===== config.mk =====
export PLATFORM = sky130hd
export DESIGN_NAME = product_bcd_display
export DESIGN_NICKNAME = d
export VERILOG_FILES = /design/src/rtl/product_bcd_display.sv
export SDC_FILE = /design/constraint.sdc
export NUM_CORES = 1
export LEC_CHECK = 0
export BUFFER_PORTS_ARGS = -buffer_cell sky130_fd_sc_hd__buf_2
export CORE_ASPECT_RATIO = 2
export CORE_UTILIZATION = 45
export CTS_CLUSTER_SIZE = 24
export DETAILED_ROUTE_END_ITERATION = 6
export GPL_TIMING_DRIVEN = 0
export MAX_ROUTING_LAYER = met4
export PLACE_DENSITY = 0.74
export SLEW_MARGIN = 20
export SYNTH_ARGS = -nofsm -noshare
export SYNTH_HDL_FRONTEND = slang
export SYNTH_SLANG_ARGS = --single-unit

===== constraint.sdc =====
create_clock -name clk -period 3.8 [get_ports clk]
set_input_delay 0.57 -clock clk [delete_from_list [all_inputs] [get_ports clk]]
set_output_delay 0.57 -clock clk [all_outputs]
set_load 0.1 [all_outputs]

===== src/rtl/product_bcd_display.sv =====
// ---------------------------------------------------------------------------
// product_bcd_display
//   Captures the 8-bit product of the 4x4 shift-add multiplier, converts it to
//   three BCD digits with a sequential double-dabble (8 cycles), and scans
//   the digits onto a multiplexed 3-digit common-anode 7-segment display.
//
// Parameters
//   SCAN_DIV  clk cycles each digit stays enabled before the scan advances (>=2)
//   BLANK_LZ  1: blank leading zeros (hundreds if 0; tens if hundreds and tens 0)
//
// Ports
//   clk        in   1   rising-edge clock
//   rst_n      in   1   asynchronous active-low reset
//   p_in       in   8   unsigned product, sampled only at the accept edge
//   load       in   1   conversion request
//   busy       out  1   conversion in progress
//   done       out  1   one-cycle pulse: bcd/display just took a new value
//   bcd        out  12  {hundreds,tens,units} of the last completed conversion
//   seg        out  7   active-low segments {a,b,c,d,e,f,g} of the enabled digit
//   an         out  3   active-low one-hot digit enable, an[0]=units
//   dbg_state  out  1   FSM state (0=IDLE, 1=CONV)
//
// Handshake: load is a request and ~busy is its ready. A request is accepted
// on a rising edge where load=1 and busy=0; requests while busy are dropped,
// not queued. done is a one-cycle pulse with no backpressure; load may be
// accepted in the same cycle done is high.
// ---------------------------------------------------------------------------
module product_bcd_display #(
    parameter int SCAN_DIV = 1000,
    parameter bit BLANK_LZ = 1'b1
) (
    input  logic        clk,
    input  logic        rst_n,
    input  logic [7:0]  p_in,
    input  logic        load,
    output logic        busy,
    output logic        done,
    output logic [11:0] bcd,
    output logic [6:0]  seg,
    output logic [2:0]  an,
    output logic        dbg_state
);

    localparam int CW = (SCAN_DIV > 2) ? $clog2(SCAN_DIV) : 1;

    typedef enum logic {IDLE = 1'b0, CONV = 1'b1} state_t;

    state_t        state, state_nxt;
    logic [19:0]   sh, sh_nxt, sh_adj;     // {hundreds,tens,units,binary}
    logic [2:0]    bitcnt, bitcnt_nxt;
    logic          done_nxt;
    logic [11:0]   bcd_nxt;

    logic [CW-1:0] cnt, cnt_nxt;
    logic [1:0]    idx, idx_nxt;
    logic [3:0]    digit;
    logic          blank;
    logic [6:0]    seg_nxt;
    logic [2:0]    an_nxt;

    function automatic logic [6:0] seg_decode(input logic [3:0] d);
        case (d)
            4'd0:    seg_decode = 7'b0000001;
            4'd1:    seg_decode = 7'b1001111;
            4'd2:    seg_decode = 7'b0010010;
            4'd3:    seg_decode = 7'b0000110;
            4'd4:    seg_decode = 7'b1001100;
            4'd5:    seg_decode = 7'b0100100;
            4'd6:    seg_decode = 7'b0100000;
            4'd7:    seg_decode = 7'b0001111;
            4'd8:    seg_decode = 7'b0000000;
            4'd9:    seg_decode = 7'b0000100;
            default: seg_decode = 7'b1111111;
        endcase
    endfunction

    // Double-dabble correction: +3 on every BCD nibble >= 5 before the shift.
    always_comb begin
        sh_adj = sh;
        for (int i = 0; i < 3; i++) begin
            if (sh[8+4*i +: 4] >= 4'd5)
                sh_adj[8+4*i +: 4] = sh[8+4*i +: 4] + 4'd3;
        end
    end

    always_comb begin
        state_nxt  = state;
        sh_nxt     = sh;
        bitcnt_nxt = bitcnt;
        done_nxt   = 1'b0;
        bcd_nxt    = bcd;
        case (state)
            IDLE: begin
                if (load) begin
                    sh_nxt     = {12'd0, p_in};
                    bitcnt_nxt = 3'd0;
                    state_nxt  = CONV;
                end
            end
            CONV: begin
                sh_nxt     = {sh_adj[18:0], 1'b0};
                bitcnt_nxt = bitcnt + 3'd1;
                if (bitcnt == 3'd7) begin
                    // Last shift: the BCD field of the shifted value is final.
                    bcd_nxt   = sh_adj[18:7];
                    done_nxt  = 1'b1;
                    state_nxt = IDLE;
                end
            end
            default: state_nxt = IDLE;
        endcase
    end

    // Scan: free-running divider, digit index steps 0->1->2->0 at each wrap.
    always_comb begin
        cnt_nxt = cnt + 1'b1;
        idx_nxt = idx;
        if (cnt == CW'(SCAN_DIV - 1)) begin
            cnt_nxt = '0;
            idx_nxt = (idx == 2'd2) ? 2'd0 : idx + 2'd1;
        end
    end

    // seg is computed from the next index and the next bcd so that seg and an
    // land on the same edge, and a new result shows up on the done edge.
    always_comb begin
        digit  = bcd_nxt[3:0];
        blank  = 1'b0;
        an_nxt = 3'b110;
        case (idx_nxt)
            2'd1: begin
                digit  = bcd_nxt[7:4];
                blank  = BLANK_LZ && (bcd_nxt[11:8] == 4'd0) && (bcd_nxt[7:4] == 4'd0);
                an_nxt = 3'b101;
            end
            2'd2: begin
                digit  = bcd_nxt[11:8];
                blank  = BLANK_LZ && (bcd_nxt[11:8] == 4'd0);
                an_nxt = 3'b011;
            end
            default: begin
                digit  = bcd_nxt[3:0];
                blank  = 1'b0;
                an_nxt = 3'b110;
            end
        endcase
        seg_nxt = blank ? 7'b1111111 : seg_decode(digit);
    end

    always_ff @(posedge clk or negedge rst_n) begin
        if (!rst_n) begin
            state  <= IDLE;
            sh     <= '0;
            bitcnt <= '0;
            done   <= 1'b0;
            bcd    <= 12'h000;
            cnt    <= '0;
            idx    <= 2'd0;
            an     <= 3'b110;
            seg    <= 7'b0000001;
        end else begin
            state  <= state_nxt;
            sh     <= sh_nxt;
            bitcnt <= bitcnt_nxt;
            done   <= done_nxt;
            bcd    <= bcd_nxt;
            cnt    <= cnt_nxt;
            idx    <= idx_nxt;
            an     <= an_nxt;
            seg    <= seg_nxt;
        end
    end

    assign busy      = (state == CONV);
    assign dbg_state = (state == CONV);

endmodule

==> reports/metrics.yaml <==
grt:
  grt_util_all_layers_pct: 23.5
  grt_pass1_wl_mm: 12.4
  overflow: 0
  grt_pass1_vias: 2653
  antenna_found_initial: 0
  grt_max_degree: 60
clock_network:
  cts_max_level: 3
  cts_tree: "done"
  clock_path_buffers: 2
  path_clk_slew_ps: 50
  cts.sinks: 59
  clock_latency_ps: 330
  numCtsBuffers: 9
  cts_hold_buffers: 0
  root_buffer: "clkbuf_16"
timing:
  tightest_slew_ps: 734
  slew_viol_final: 0
  post-route-period-util_pct: 89.3
  layout_min_cycle_time_ps: 3390
  max_slew_margin_pct: 51.1
  final_hold_viol_count: 0
  final-setup-viol-count: 0
  rsz0062_at_grt: "false"
  hold_ws_ps: 298
  fmax_ghz: 0.295
  skew_ps: 4.76
  setup_slack_ps: 408
cells_and_area:
  final_cell_mix: "dfrtp_1 (56), buf_2 (38), nand2_1 (34)"
  diodes: 0
  regArea_um2: 1480
  final_common_cell: "dfrtp_1"
  fin_util_pct: 55.2
  multiInputGateArea_um2: 1580
  area_growth_pct: 18.5
  fillers: 651
  drive_above_1_share_pct: 20.4
  fin_nets: 401
synthesis:
  synthArstFlopShare_pct: 100
  netlist_area_um2: 3210
  synth_fp_nets: 353
  synth_edf_count: 0
  ys_seq_elements: 59
  syn_inst: 324
  ys_types: 57
  yosysWarningCount: 0
  avgSynthCellArea_um2: 9.91
  ys_seq_area_share_pct: 46.1
  synthFlopType: "dfrtp_1"
critical_path:
  r2r_slack_ps: 410
  slowest_delay_ps: 360
  reg2reg_depth: 16
  crit_top_cell: "ha_1"
  crit_chain: "ha_1, nand3_1, nor4_4, buf_4, nand2_1, mux2i_1, ha_1, clkbuf_1, inv_1, nor2_1, o31a_1, a211o_1, inv_1, ha_1, nor4_1, o31ai_1"
  setup.worst_path.start_class: "flip-flop"
  timing.rr.end: "seg[6]"
  cp-end-kind: "flip-flop"
  required_ps: 3990
  cp.arrival_ps: 3580
  path_class: "flip-flop to flip-flop"
  worst_path_max_delay_cell: "dfrtp_1"
  path_max_fanout: 8
  r2r_start: "cnt[0]"
flow_run:
  drv_cap: 0
routing:
  drc_errors: 0
  wl_met2_mm: 4.08
  ant_nets: 0
  wl_met3_um: 225
  highest_layer: "met4"
  drt_wl_total_mm: 7.49
  num_vias: 2683
  drt-pass1-iter-count: 4
  drtIter0Drc: 74
  drt-met1-wl_mm: 2.83
  post_drt_wl_per_cell_um: 16.0
  routed_via_density: 5.75
floorplanning:
  start_util_pct: 46.6
  num_rows: 43
  die_area_um2: 7490
  ios: 36
  fp.dieW_um: 61.7
  core_area_um2: 6890
  die_h_um: 121
placement:
  dp_slack_ps: -122
  port_buffers: 34
  hpwl_mm: 5.37
  gp_congestion: 0.907
worst_hold_path:
  min_path_type: "primary input to async pin"
run_status:
  status: "finished clean"
Yosys cell counts, types with 5 or more instances:
library cell | instances | share of area (%)
a211oi_1 | 7 | 1.6
a21oi_1 | 8 | 1.2
buf_2 | 5 | 0.78
clkbuf_1 | 9 | 1.1
dfrtp_1 | 56 | 44
ha_1 | 18 | 7.0
inv_1 | 19 | 2.2
mux2i_1 | 11 | 3.4
nand2_1 | 34 | 4.0
nand2b_1 | 5 | 0.97
nand3_1 | 7 | 1.1
nor2_1 | 17 | 2.0
nor3_1 | 9 | 1.4
o21ai_0 | 26 | 4.1
o31ai_1 | 14 | 3.3
xnor2_1 | 6 | 1.6
logic make-up after synthesis:
kind of cell               Yosys count  synth area share (%)
xor gates and xnor gates            10                  2.73
and+or+nand+nor                     94                  14.5
DFF                                 59                  46.1
buffers and inverters               37                  4.91
muxes                               12                  3.78
AOI/OAI and AO/OA                   94                  20.9
adders and majority gates           18                  7.02
worst max-delay path: cells and delay by family, from the launching register on:
| family | cells | cell delay, ps |
|---|---|---|
| simple gates | 5 | 860 |
| buf+inv | 4 | 750 |
| fa+ha+maj | 3 | 610 |
| compound gates | 3 | 460 |
| flops | 1 | 360 |
| mux | 1 | 230 |
what timing repair did:
action | in CTS | in global routing
gates resized for setup | 1 | 1
setup buffers | 0 | 3
setup endpoints to repair | 6 | 6
pin swaps | 0 | 1
sequential cells by signal, summed over array words and instances (netlist names):
| signal | cells |
|---|---|
| done | 1 |
| busy | 1 |
| bitcnt | 3 |
| seg | 7 |
| an | 3 |
| cnt | 10 |
| idx | 2 |
| sh | 20 |
| bcd | 12 |
metrics by stage:
step           setup TNS (ps)  instances  area, um^2
2_1_floorplan               0        324        3210
3_3_place_gp             -133        448        3490
3_5_place_dp             -385        448        3490
4_1_cts                     0        464        3780
5_1_grt                     0        467        3800
6_report                    0        467        3800
worst max-delay path by stage:
| stage | startpoint | to | slack [ps] | depth (start not counted) |
|---|---|---|---|---|
| after detailed placement | cnt[0] | seg[3] | -120 | 12 |
| after global placement | cnt[0] | seg[3] | -60 | 12 |
| final | cnt[0] | seg[6] | 410 | 16 |
| after floorplan | cnt[0] | seg[3] | 430 | 12 |
| after global routing | cnt[0] | seg[3] | 70 | 14 |
| after CTS | cnt[0] | seg[3] | 100 | 12 |
routing by layer:
| metal | global-route usage, % | vias up |
|---|---|---|
| met3 | 4.48 | 28 |
| met2 | 37.8 | 66 |
| met4 | 17.4 | 0 |
| met5 | - | - |
| li1 | - | 1275 |
| met1 | 24.1 | 1314 |
layout make-up:
class	instances	share of cell area, %
clock buffers	14	6.94
repair buffers	37	5.13
clock inverters	2	0.263
inverters	19	1.88
flip-flops and latches	59	38.9
multi-input cells	228	41.6
plain buffers	18	2.27
well taps	90	2.96
Power is not shown: default switching activity piles up to over one toggle a cycle in this logic, so the estimate is an artifact.
